===== config.mk =====
export PLATFORM = sky130hd
export DESIGN_NAME = fifo_sync_reader
export DESIGN_NICKNAME = d
export VERILOG_FILES = /design/src/rtl/fifo_sync_reader.sv
export SDC_FILE = /design/constraint.sdc
export NUM_CORES = 1
export LEC_CHECK = 0
export ABC_AREA = 1
export BUFFER_PORTS_ARGS = -buffer_cell sky130_fd_sc_hd__buf_2
export CAP_MARGIN = 30
export CELL_PAD_IN_SITES_DETAIL_PLACEMENT = 0
export CELL_PAD_IN_SITES_GLOBAL_PLACEMENT = 1
export CORE_MARGIN = 3
export CORE_UTILIZATION = 30
export CTS_CLUSTER_DIAMETER = 100
export DETAILED_ROUTE_END_ITERATION = 7
export GPL_TIMING_DRIVEN = 0
export HOLD_SLACK_MARGIN = 0.06
export PLACE_DENSITY = 0.68
export SETUP_SLACK_MARGIN = 0.2
export SYNTH_ARGS = -nofsm -noshare
export SYNTH_HDL_FRONTEND = slang
export SYNTH_SLANG_ARGS = --single-unit

===== constraint.sdc =====
create_clock -name clk -period 4.6 [get_ports clk]
set_clock_uncertainty 0.15 [all_clocks]
set_input_delay 0.92 -clock clk [delete_from_list [all_inputs] [get_ports clk]]
set_output_delay 0.92 -clock clk [all_outputs]
set_load 0.1 [all_outputs]

===== src/rtl/fifo_sync_reader.sv =====
// fifo_sync_reader: read-side master for a fifo_sync instance.
// Pops words whenever the FIFO holds data and the output stage has room,
// absorbs the FIFO's one-cycle registered read latency, and re-presents the
// words on a valid/ready stream through a 2-entry skid buffer.
module fifo_sync_reader #(
    parameter int DATA_WIDTH = 32,
    parameter int CNT_WIDTH  = 16
) (
    input  logic                  clk,
    input  logic                  rst,
    input  logic                  fifo_empty,
    input  logic [DATA_WIDTH-1:0] fifo_data_out,
    output logic                  fifo_cs,
    output logic                  fifo_rd_en,
    output logic                  m_valid,
    input  logic                  m_ready,
    output logic [DATA_WIDTH-1:0] m_data,
    input  logic                  flush,
    output logic [CNT_WIDTH-1:0]  rd_count
);

    // Skid-buffer occupancy; the encoding equals the number of held words.
    typedef enum logic [1:0] {
        EMPTY = 2'd0,
        ONE   = 2'd1,
        TWO   = 2'd2
    } occ_t;

    occ_t                  occ_q, occ_d;
    logic                  pending_q, pending_d;
    logic [DATA_WIDTH-1:0] head_q, head_d;
    logic [DATA_WIDTH-1:0] tail_q, tail_d;
    logic [CNT_WIDTH-1:0]  rd_count_q, rd_count_d;

    logic                  pop;
    logic                  capture;
    logic [2:0]            committed;

    // Handshake decode and pop-request gating: a new read may only be issued
    // when the words already held or in flight, less the one leaving this
    // cycle, leave a free slot in the skid buffer.
    always_comb begin
        pop        = (occ_q != EMPTY) && m_ready;
        capture    = pending_q && !flush;
        committed  = {1'b0, occ_q} + {2'b0, pending_q} - {2'b0, pop};
        fifo_rd_en = !rst && !flush && !fifo_empty && (committed < 3'd2);
        fifo_cs    = !rst;
        m_valid    = (occ_q != EMPTY);
        m_data     = head_q;
        rd_count   = rd_count_q;
    end

    // Occupancy FSM next-state and buffer datapath: captures land behind any
    // existing entry, pops shift the tail forward, flush empties the buffer.
    always_comb begin
        occ_d      = occ_q;
        head_d     = head_q;
        tail_d     = tail_q;
        pending_d  = fifo_rd_en;
        rd_count_d = rd_count_q + CNT_WIDTH'(pop);

        if (flush) begin
            occ_d = EMPTY;
        end else begin
            case (occ_q)
                EMPTY: begin
                    if (capture) begin
                        head_d = fifo_data_out;
                        occ_d  = ONE;
                    end
                end
                ONE: begin
                    if (capture && pop) begin
                        head_d = fifo_data_out;
                    end else if (capture) begin
                        tail_d = fifo_data_out;
                        occ_d  = TWO;
                    end else if (pop) begin
                        occ_d  = EMPTY;
                    end
                end
                TWO: begin
                    if (capture && pop) begin
                        head_d = tail_q;
                        tail_d = fifo_data_out;
                    end else if (pop) begin
                        head_d = tail_q;
                        occ_d  = ONE;
                    end
                end
                default: begin
                    occ_d = EMPTY;
                end
            endcase
        end
    end

    // State register; reset clears control, the head word and the counter.
    always_ff @(posedge clk) begin
        if (rst) begin
            occ_q      <= EMPTY;
            pending_q  <= 1'b0;
            head_q     <= '0;
            rd_count_q <= '0;
        end else begin
            occ_q      <= occ_d;
            pending_q  <= pending_d;
            head_q     <= head_d;
            rd_count_q <= rd_count_d;
        end
    end

    // Second buffer slot carries only data and needs no reset.
    always_ff @(posedge clk) begin
        tail_q <= tail_d;
    end

    // Held words plus the word in flight never exceed the buffer depth.
    a_no_overflow: assert property (@(posedge clk) disable iff (rst)
        (({1'b0, occ_q} + {2'b0, pending_q}) <= 3'd2));

endmodule


# Word-level counts from Yosys, hierarchy flattened
# Index checks and enable logic that the tools add are counted.
[word_totals] ff_bits=83 rom_bits=0 in_bits=37 out_inout_bits=51 mem_bits_rw=0 n_memories=0 elab_cells=52 latchBits=0
[op_classes] mul=0 reduce_logical=17 div_mod_pow=0 shifts=0 add_sub_neg=3 n_bitwise=1 n_eq_ne=11 n_lt_le_gt_ge=1 n_mux=14
[op_table] op="32-bit two-way mux" n=5
[op_table] op="32-bit case mux with 3 select lines" n=1
[op_table] op="32-bit case mux with 2 select lines" n=1
[op_table] op="16-bit by 1-bit adder with 16-bit output" n=1
[op_table] op="5-bit AND reduction" n=3
[op_table] op="2-bit != test (second input constant)" n=7
[op_table] op="2-bit two-way mux" n=6
[op_table] op="1-bit logical AND" n=6
[op_table] op="3-bit != test (second input constant)" n=2
[op_table] op="2-bit case mux with 3 select lines" n=1
[op_table] op="2-bit nonzero test" n=2
[op_table] op="2-bit by 1-bit adder with 3-bit output" n=1
[op_table] op="1-bit logical NOT" n=3
[op_table] op="3-bit by 2-bit less-than comparator with 1-bit output (second input constant)" n=1
[op_table] op="3-bit nonzero test" n=1
[op_table] op="3-bit by 1-bit subtractor with 3-bit output" n=1
[op_table] op="2-bit by 1-bit == test with 1-bit output (second input constant)" n=1
[op_table] op="2-bit == test (second input constant)" n=1
[op_table] op="2-bit logical NOT" n=1
[op_table] op="2-bit OR reduction" n=1
[op_table] op="1-bit inverter" n=1

# Logic depth before layout (Yosys ltp)
# Gate-level depths: netlist of the first run.
[logic_depth] word_depth=6 depth_mapped=13 ltp_nobuf=13

# Worst setup path after synthesis of the first run
# Ideal clock, no wire load.
[synth_path] kind="in2reg" start="input flush" end="register tail_q[0], enable pin" setup_ns=0.470 required_time_ns=3.980 cell_stages=3 t_arrival_ns=3.629 setup_slack_ns=0.351 path_buffers=0 path_cell_list="nor2_2 -> nand4_1 -> a21boi_0"
[synth_via] elab_chain_len=5 word_cells_on_any_way=8 cone_classes="eq/ne (3); bitwise (1); reduce/logical (4)"
[synth_rtl] element="from (decl)" line_no="18" text="input logic flush,"
[synth_rtl] element="1-bit logical NOT" line_no="44" text="capture = pending_q && !flush;"
[synth_rtl] element="1-bit logical AND" line_no="44"
[synth_rtl] element="1-bit logical AND" line_no="73, 83"
[synth_rtl] element="2-bit != test (no line)"
[synth_rtl] element="5-bit AND reduction (no line) (*)"
[synth_rtl] element="to (signal assigned)" line_no="115" text="tail_q <= tail_d;"
[synth_rtl] element="to (decl)" line_no="32" text="logic [DATA_WIDTH-1:0] tail_q, tail_d;"
# Every way passes the cells marked *; elsewhere a longest branch is shown, timed or not.
# A chain may end at the register's enable or synchronous reset.

# Worst setup path in the final report of the first run
[layout_path] start="input m_ready" end="output fifo_rd_en"
[layout_via] elab_chain_len=4
[layout_rtl] element="from (decl)" line_no="16" text="input logic m_ready,"
[layout_rtl] element="1-bit logical AND" line_no="43" text="pop = (occ_q != EMPTY) && m_ready;"
[layout_rtl] element="3-bit by 1-bit subtractor with 3-bit output" line_no="45" text="committed = {1'b0, occ_q} + {2'b0, pending_q} - {2'b0, pop};"
[layout_rtl] element="3-bit by 2-bit less-than comparator with 1-bit output" line_no="46" text="fifo_rd_en = !rst && !flush && !fifo_empty && (committed < 3'd2);"
[layout_rtl] element="1-bit logical AND" line_no="46"
[layout_rtl] element="to (decl)" line_no="14" text="output logic fifo_rd_en,"
# No other way between the ends.

==> results.py, run 1 <==
metrics = {
    "status": {
        "status": "completed",
    },
    "detailed_routing": {
        "drc": 0,
        "dr.pass1.iters": 4,
        "postRouteAntennaNets": 0,
        "wl_per_cell_um": 12.5,
        "drt_wl_total_um": 9620,
        "drtIter0Drc": 199,
        "vias": 3293,
        "viasPerCell": 4.27,
    },
    "sta": {
        "maxSlewHeadroom": 0.532,
        "max_freq_ghz": 0.254,
        "worst_slack_ps": 658,
        "finalSetupViolations": 0,
        "finalCritPeriodShare": 0.857,
        "fin_crit_ps": 3940,
        "worst_slew_pin_slew_ps": 701,
        "fin_tns_setup_ps": 0,
        "grt_setup_unrepaired": "no",
        "hold_viol": 0,
        "drv_slew": 0,
    },
    "clock_tree": {
        "clk_pin_slew_worst_paths_ps": 60,
        "cts_hold_buf": 0,
        "htree_levels": 3,
        "worstSkewPairLatency_ps": 340,
        "clock-root-buffer": "clkbuf_16",
        "cts.repair.resized": 0,
        "clockBufferDepth": 2,
        "cts_setup_buffers": 0,
        "tritoncts": "done",
        "cts_buffers": 9,
        "clock_sinks": 83,
    },
    "logic_synthesis": {
        "yosys.area.top_type": "dfxtp_1",
        "yosysSeqAreaShare": 0.513,
        "yosys.area.top_type_share": 0.264,
        "ys_ff_latch": 83,
        "syn_area_sq_um": 3860,
        "syn_avg_cell_area_sq_um": 7.75,
        "synth_warnings": 0,
        "synth_area_leaders": "dfxtp_1 26%, edfxtp_1 25%, nand2_1 16%, nor2_1 5.9%, nand3_1 5.4%",
        "synth_nets": 539,
        "synth_cell_types": 29,
        "syn_inst": 499,
    },
    "critical_path": {
        "critPathArrivalTime_ps": 2870,
        "r2r-start": "occ_q[1]",
        "end_kind": "output pin",
        "rr_worst_depth": 13,
        "r2r_slack_ps": 2280,
        "cp-start-kind": "input port",
        "path_max_fanout": 7,
        "cp.required_ps": 3530,
        "timing.rr.end": "rd_count[14]",
        "worstSetupPathType": "input port to output pin",
    },
    "placement": {
        "hpwl_um": 7040,
        "dpl_cell_area_sq_um": 4550,
        "place_congestion": 0.800,
        "place_inst": 755,
        "portBuffers": 87,
        "dp_worst_setup_slack_ps": 636,
    },
    "floorplanning": {
        "initial_core_util": 0.314,
        "die_h_um": 120,
        "num_rows": 40,
        "fp.coreArea_sq_um": 12300,
        "die_x_um": 120,
        "dieArea_sq_um": 14300,
        "io_pins": 88,
    },
    "final_layout": {
        "drive_gt1_frac": 0.219,
        "area_growth_pct": 26.1,
        "finalNetCount": 638,
        "fin_util": 0.396,
        "layoutNonFillerInstCount": 772,
        "design_area_sq_um": 4870,
        "multi_input_area_sq_um": 1530,
        "regArea_sq_um": 1980,
        "fillCellCount": 1333,
    },
    "global_route": {
        "grt_pass1_vias": 3168,
        "antenna_found_initial": 1,
        "track_usage": 0.140,
        "grt_first_pass_wirelength_um": 16100,
        "grt_overflow": 0,
        "grt_max_degree": 18,
    },
    "power_and_ir_drop": {
        "power.density_nw_per_um2": 369,
        "peakVddDrop_mv": 0.119,
        "leakagePower_nw": 2.34,
    },
    "hold_path": {
        "worstHoldEndpoint": "m_data[3]",
        "hold_path_class": "flop to flop",
        "hp-start": "m_data[3]",
        "holdPathStages": 2,
    },
    "job": {
        "max-cap-violations": 0,
    },
}
==> layout by cell type, fill, tap and decap left out, drive strengths merged <==
| cell type | instances |
|---|---|
| a211oi | 2 |
| a21boi | 1 |
| a21oi | 40 |
| buf | 107 |
| clkbuf | 18 |
| clkinv | 2 |
| dfxtp | 51 |
| diode | 1 |
| edfxtp | 32 |
| fa | 1 |
| ha | 2 |
| inv | 55 |
| nand2 | 167 |
| nand3 | 43 |
| nand4 | 3 |
| nor2 | 66 |
| o211a | 2 |
| o21a | 1 |
| o21ai | 5 |
| o21bai | 1 |
| xnor2 | 1 |
| xor2 | 3 |
==> synth_stat cells <==
master,count
nand3_1,42
nand2_1,165
fa_1,1
o21bai_1,1
o211a_1,2
ha_1,2
edfxtp_1,32
a211oi_1,2
o21a_1,1
nor2_2,3
xnor2_1,1
nor2_4,1
buf_1,1
nand3_2,1
a21boi_0,1
buf_6,6
a21oi_1,40
dfxtp_1,51
nand4_1,3
clkbuf_1,4
xor2_1,3
inv_2,2
nor2_8,1
buf_2,9
nand2_4,2
buf_4,3
o21ai_0,5
nor2_1,61
inv_1,53
==> layer usage <==
layer	vias up	wire [um]	global-route usage	part of all wire
li1	1779	-	-	-
met1	1425	4720	0.188	0.49
met5	-	14	0	0.0015
met2	75	4120	0.213	0.43
met4	2	176	0.0601	0.018
met3	12	591	0.0386	0.061
==> worst max-delay path: stages <==
cell and delay (ps):
buf_2 150, nand2_1 90, nor2_1 160, o21ai_0 140, fa_1 500, inv_1 40
a211oi_1 230, o211a_1 200, buf_2 420
==> state kept, by name, summed over array words and instances, names as in the netlist <==
register	cells
occ_q	2
rd_count	16
m_data	32
pending_q	1
tail_q	32
==> layout make-up <==
type / count / area share
inverter: 55 / 0.0424
clock inverter: 2 / 0.00282
timing repair buffer: 88 / 0.0950
multi-input combinational: 338 / 0.315
sequential: 83 / 0.407
antenna: 1 / 0.000514
buffer: 23 / 0.0316
clock buffer: 14 / 0.0629
tap: 168 / 0.0431
==> cell families after synthesis <==
logic type,count (synthesis),share of synthesized area
flip-flops,83,0.513
adder cells (fa/ha/maj),3,0.0117
AO/OA/AOI/OAI,52,0.0732
buffers and inverters,78,0.0932
XOR/XNOR,4,0.00907
AND/OR/NAND/NOR,279,0.300
==> power by group <==
group	switching, mW	internal, mW
clock	0.297	0.462
sequential	0.00911	0.778
combinational	0.194	0.0600
==> worst max path at each step <==
stage,slack (ps),cells past startpoint,startpoint,endpoint
floorplan,350,3,flush,tail_q[0]
global route,430,10,occ_q[1],fifo_rd_en
detailed placement,640,9,m_ready,fifo_rd_en
global placement,-1180,4,flush,tail_q[6]
finish,660,9,m_ready,fifo_rd_en
CTS,640,9,m_ready,fifo_rd_en
==> per-stage QoR <==
stage               hold WS (ps)  power, mW
floorplan                    438       1.00
global route                 354       1.88
detailed placement           314       1.06
finish                       324       1.80
global placement             310       1.06
CTS                          329       1.83
No activity file was read; power rests on OpenSTA's default activity.
==> inputs of run 2 (changes only) <==
--- a/config.mk
+++ b/config.mk
@@ -19,2 +19,3 @@
 export PLACE_DENSITY = 0.68
+export REMOVE_ABC_BUFFERS = 1
 export SETUP_SLACK_MARGIN = 0.2
==> constraint.sdc (replaced) <==
create_clock -name clk -period 4.6 [get_ports clk]
set_clock_uncertainty 0.15 [all_clocks]
set_input_delay 0.23 -clock clk [delete_from_list [all_inputs] [get_ports clk]]
set_output_delay 0.23 -clock clk [all_outputs]
set_load 0.1 [all_outputs]
==> run 2 against run 1 <==
  * Worst setup slack better by 710 ps
  * Die area stayed put
  * Sequential share of layout area is 1.4 points lower
  * Largest cell class unchanged
  * Largest power group unchanged
==> results.py, run 2 (synthesized netlist as in run 1, its figures left out) <==
metrics = {
    "sta": {
        "finalSetupViolations": 0,
        "fin_crit_ps": 3240,
        "maxSlewHeadroom": 0.432,
        "drv_slew": 0,
        "worst_slew_pin_slew_ps": 852,
        "max_freq_ghz": 0.309,
        "hold_viol": 0,
        "worst_slack_ps": 1360,
        "grt_setup_unrepaired": "no",
        "finalCritPeriodShare": 0.703,
        "holdWs_ps": 68.6,
    },
    "power_and_ir_drop": {
        "comb_power_share": 0.151,
        "power_mw": 1.77,
        "p_sw_mw": 0.490,
        "leakagePower_nw": 2.39,
        "p_sw_frac": 0.276,
        "peakVddDrop_mv": 0.165,
        "seq_power_share": 0.444,
        "internal_power_mw": 1.28,
        "clockPowerShare": 0.406,
        "power.density_nw_per_um2": 352,
    },
    "final_layout": {
        "fillCellCount": 1291,
        "area_growth_pct": 30.4,
        "layoutNonFillerInstCount": 782,
        "design_area_sq_um": 5040,
        "layout.cells.most_common": "nand2_1",
        "finalNetCount": 649,
        "antenna_cells": 0,
        "drive_gt1_frac": 0.189,
        "layout_common_cells": "165 x nand2_1, 87 x buf_2, 61 x nor2_1",
    },
    "clock_tree": {
        "clock-root-buffer": "clkbuf_16",
        "clk_pin_slew_worst_paths_ps": 60,
        "htree_levels": 3,
        "worstSkewPairLatency_ps": 340,
        "cts_buffers": 9,
        "clockBufferDepth": 2,
        "cts_hold_buf": 33,
        "tritoncts": "done",
        "cts.repair.resized": 0,
        "clock_sinks": 83,
        "cts_setup_buffers": 0,
    },
    "floorplanning": {
        "dieArea_sq_um": 14300,
        "fp.coreArea_sq_um": 12300,
        "die_x_um": 120,
        "initial_core_util": 0.314,
        "num_rows": 40,
        "die_h_um": 120,
        "io_pins": 88,
    },
    "critical_path": {
        "cp_num_buf_inv": 3,
        "path_max_fanout": 6,
        "path_delay_family": "buffers and inverters",
        "cp.required_ps": 4220,
        "crit_chain": "inv_2 > nand2_4 > nand2_1 > nor2_1 > o21ai_0 > fa_1 > inv_1 > a211oi_1 > o211a_1 > buf_2",
        "cp-start-kind": "flop",
        "worstSetupPathType": "flop to output pin",
        "slowest_delay_ps": 500,
        "end_kind": "output pin",
        "slowest_stage": "fa_1",
        "critPathArrivalTime_ps": 2860,
    },
    "placement": {
        "dp_worst_setup_slack_ps": 1730,
        "portBuffers": 87,
        "hpwl_um": 5950,
        "place_inst": 733,
        "place_congestion": 0.829,
        "dpl_cell_area_sq_um": 4420,
    },
    "global_route": {
        "grt_pass1_vias": 3300,
        "grt_overflow": 0,
        "grt_max_degree": 65,
        "grt_first_pass_wirelength_um": 16000,
        "antenna_found_initial": 0,
        "track_usage": 0.140,
    },
    "status": {
        "status": "completed",
    },
    "detailed_routing": {
        "vias": 3416,
        "viasPerCell": 4.37,
        "drtIter0Drc": 222,
        "wl_per_cell_um": 12.2,
        "postRouteAntennaNets": 0,
        "drc": 0,
        "dr.pass1.iters": 4,
        "drt_wl_total_um": 9570,
    },
    "hold_path": {
        "hold_path_class": "input port to flop",
    },
    "job": {
        "max-cap-violations": 0,
    },
}
-- run 2: cell types whose count changed in the layout (fill, tap and decap cells not counted), moves of 2 or more --
| cell | change |
|---|---|
| dlygate4sd3_1 | +33 |
| buf_2 | -9 |
| buf_6 | -6 |
| clkbuf_1 | -4 |
| buf_4 | -3 |
| clkbuf_16 | -2 |
| clkinv_2 | +2 |
-- run 2: power groups by stage --
stage	logic, mW	clock network, mW	registers, mW
3_5_place_dp	0.247	0	0.803
3_3_place_gp	0.244	0	0.802
6_report	0.267	0.720	0.787
2_1_floorplan	0.0855	0	0.907
5_1_grt	0.291	0.780	0.788
4_1_cts	0.270	0.749	0.787
-- run 2: path summary, 6_finish.rpt --
path | start | to | slack, ps | depth (start not counted)
worst min register to register | m_data[23] | m_data[23] | 320 | 2
worst max register to register | occ_q[1] | rd_count[14] | 2290 | 13
worst min-delay path | rst | rd_count[0] | 70 | 2
worst max-delay path | occ_q[1] | fifo_rd_en | 1360 | 10
-- run 2: worst register-to-register path, stage by stage, from the launching register on --
cell and delay, ps:
dfxtp_1 480, inv_2 150, nand2_4 120, nand2_1 70, inv_1 80, ha_1 170, ha_1 200, nand2_1 80
nor2_1 220, nand3_1 160, nor2_1 160, nand2_1 60, nand2_1 60, nor2_1 50
-- run 2: stage by stage --
stage | util | setup TNS, ps
floorplan | - | 0
global placement | 0.354 | -27120
detailed placement | 0.359 | 0
CTS | 0.409 | 0
global route | 0.409 | 0
finish | 0.409 | 0
-- run 2: final cells by class --
| class | count | area (sq um) | share of cell area |
|---|---|---|---|
| clock inverters | 5 | 52.6 | 0.0104 |
| repair buffers | 122 | 813 | 0.161 |
| inverters | 55 | 206 | 0.0410 |
| multi-input cells | 338 | 1530 | 0.304 |
| flip-flops and latches | 83 | 1980 | 0.393 |
| well taps | 168 | 210 | 0.0417 |
| clock buffers | 11 | 243 | 0.0482 |
-- run 2: metal layers --
metal  global-route usage  part of all wire  up-vias
li1                     -                 -     1794
met4               0.0429            0.0094        0
met5                    0                 0        -
met3               0.0485             0.059        8
met1                0.178              0.48     1545
met2                0.224              0.45       69
==> inputs of run 3 (changes only) <==
- clock period: 4.6 -> 3.1 ns (I/O delays scaled with it)
==> run 3 against run 2 <==
  * Sequential power rose by 49%
  * First-iteration DRC count fell by 18%
  * Largest cell class unchanged
  * Largest power group unchanged
  * Critical path depth rose by 1
  * Final area up 1.4%
  * Critical path type unchanged
==> results.py, run 3 (synthesized netlist as in run 1, its figures left out) <==
metrics = {
    "sta": {
        "fin_crit_ps": 2680,
        "finalCritPeriodShare": 0.866,
        "worst_slew_pin_slew_ps": 843,
        "grt_setup_unrepaired": "no",
        "max_freq_ghz": 0.372,
        "fin_tns_setup_ps": 0,
        "maxSlewHeadroom": 0.437,
        "worst_slack_ps": 415,
        "hold_viol": 0,
        "drv_slew": 0,
        "finalSetupViolations": 0,
    },
    "global_route": {
        "grt_pass1_vias": 3362,
        "use_met1": 0.176,
        "antenna_found_initial": 0,
        "busiest_layer": "met2",
        "grt_first_pass_wirelength_um": 16100,
        "gr-usage-met3": 0.0485,
        "grt_max_degree": 65,
        "use_met2": 0.230,
        "grt_overflow": 0,
        "track_usage": 0.141,
    },
    "power_and_ir_drop": {
        "comb_power_share": 0.153,
        "leakagePower_nw": 2.41,
        "power_mw": 2.64,
        "p_sw_mw": 0.731,
        "p_sw_frac": 0.277,
        "seq_power_share": 0.442,
        "power.density_nw_per_um2": 516,
        "peakVddDrop_mv": 0.245,
        "clockPowerShare": 0.405,
        "internal_power_mw": 1.91,
    },
    "hold_path": {
        "hold_path_class": "input port to flop",
    },
    "detailed_routing": {
        "wl_per_cell_um": 12.3,
        "viasPerCell": 4.38,
        "dr.pass1.iters": 4,
        "drtIter0Drc": 182,
        "vias": 3440,
        "postRouteAntennaNets": 0,
        "drc": 0,
        "drt_wl_total_um": 9640,
    },
    "critical_path": {
        "rr_worst_depth": 11,
        "slowest_delay_ps": 500,
        "cp-startpoint": "occ_q[1]",
        "cp.depth": 11,
        "path_max_fanout": 6,
        "slowest_stage": "fa_1",
        "cp.required_ps": 2790,
        "timing.rr.end": "pending_q",
        "critPathArrivalTime_ps": 2380,
        "path_common_cell": "inv_1",
        "r2r_slack_ps": 560,
        "cp-start-kind": "flop",
        "path_delay_family": "compound AO/OA/AOI/OAI gates",
        "crit_chain": "inv_4 > nand2_4 > nand2_2 > inv_1 > nor2_1 > o21ai_0 > fa_1 > inv_1 > a211oi_2 > o211a_1 > buf_12",
        "r2r-start": "occ_q[1]",
        "cp_num_buf_inv": 4,
        "cp-endpoint": "fifo_rd_en",
        "end_kind": "output pin",
        "worstSetupPathType": "flop to output pin",
    },
    "job": {
        "max-cap-violations": 0,
    },
    "final_layout": {
        "antenna_cells": 0,
        "multi_input_area_sq_um": 1550,
        "fillCellCount": 1296,
        "layout.cells.most_common": "nand2_1",
        "finalNetCount": 652,
        "drive_gt1_frac": 0.196,
        "regArea_sq_um": 1990,
        "layout_common_cells": "164 x nand2_1, 86 x buf_2, 60 x nor2_1",
        "area_growth_pct": 32.2,
    },
    "floorplanning": {
        "dieArea_sq_um": 14300,
        "initial_core_util": 0.314,
        "die_h_um": 120,
        "num_rows": 40,
        "fp.coreArea_sq_um": 12300,
        "die_x_um": 120,
        "io_pins": 88,
    },
    "placement": {
        "place_congestion": 0.829,
        "hpwl_um": 5950,
        "dp_worst_setup_slack_ps": 301,
        "portBuffers": 87,
    },
    "clock_tree": {
        "clockBufferDepth": 2,
        "cts_setup_buffers": 0,
        "clock_sinks": 83,
        "clk_pin_slew_worst_paths_ps": 60,
        "clock-root-buffer": "clkbuf_16",
        "tritoncts": "done",
        "htree_levels": 3,
        "cts_buffers": 9,
        "worstSkewPairLatency_ps": 340,
    },
    "status": {
        "status": "completed",
    },
}
## run 3: changes by cell type in the layout (fill, tap and decap cells not counted), sizes merged
| cell | delta |
|---|---|
| dlygate4sd3 | +3 |
## run 3: worst min-delay path by stage
| stage | start | to | slack, ps | cells past startpoint |
|---|---|---|---|---|
| after global routing | m_ready | occ_q[1] | 190 | 6 |
| after floorplan | rst | rd_count[12] | 70 | 1 |
| after detailed placement | fifo_data_out[11] | tail_q[11] | 200 | 1 |
| final | m_ready | occ_q[1] | 140 | 6 |
| after CTS | m_ready | occ_q[1] | 120 | 6 |
| after global placement | fifo_data_out[0] | tail_q[0] | 200 | 1 |
## run 3: area by class of cell
type                            count  share of cell area
Multi-Input combinational cell    338               0.303
Clock inverter                      5              0.0103
Clock buffer                       11              0.0475
Tap cell                          168              0.0411
Inverter                           55              0.0414
Timing Repair Buffer              125               0.168
Sequential cell                    83               0.389
## run 3: power by group through the flow
stage | clock (mW) | combinational, mW | sequential (mW)
global placement | 0 | 0.362 | 1.19
finish | 1.07 | 0.403 | 1.17
detailed placement | 0 | 0.367 | 1.19
global route | 1.16 | 0.440 | 1.17
CTS | 1.11 | 0.404 | 1.17
floorplan | 0 | 0.127 | 1.35
## run 3: through the flow
step	util	std cells	hold WS, ps	cell area [sq um]
finish	0.415	785	142	5110
global route	0.415	785	188	5110
CTS	0.413	785	117	5080
detailed placement	0.359	733	201	4420
global placement	0.354	731	199	4360
floorplan	-	476	74.1	3710
## run 3: worst register-to-register path: cells and delay by family (launching register included)
kind            cells  cell delay, ps
buf+inv             4             760
flops               1             380
compound gates      3             450
simple gates        3             250
fa+ha+maj           1             500
## run 3: repair_timing
| action | 4_1_cts | 5_1_grt |
|---|---|---|
| endpoints found under the setup margin | 1 | 2 |
| resized for setup | 4 | 9 |
| endpoints found under the hold margin | 44 | 0 |
| hold buffers | 36 | 0 |
## run 3: metal layers
metal / vias to the layer above / part of all wire
met5: - / 0
met4: 0 / 0.014
met3: 12 / 0.061
met2: 72 / 0.46
met1: 1553 / 0.47
li1: 1803 / -
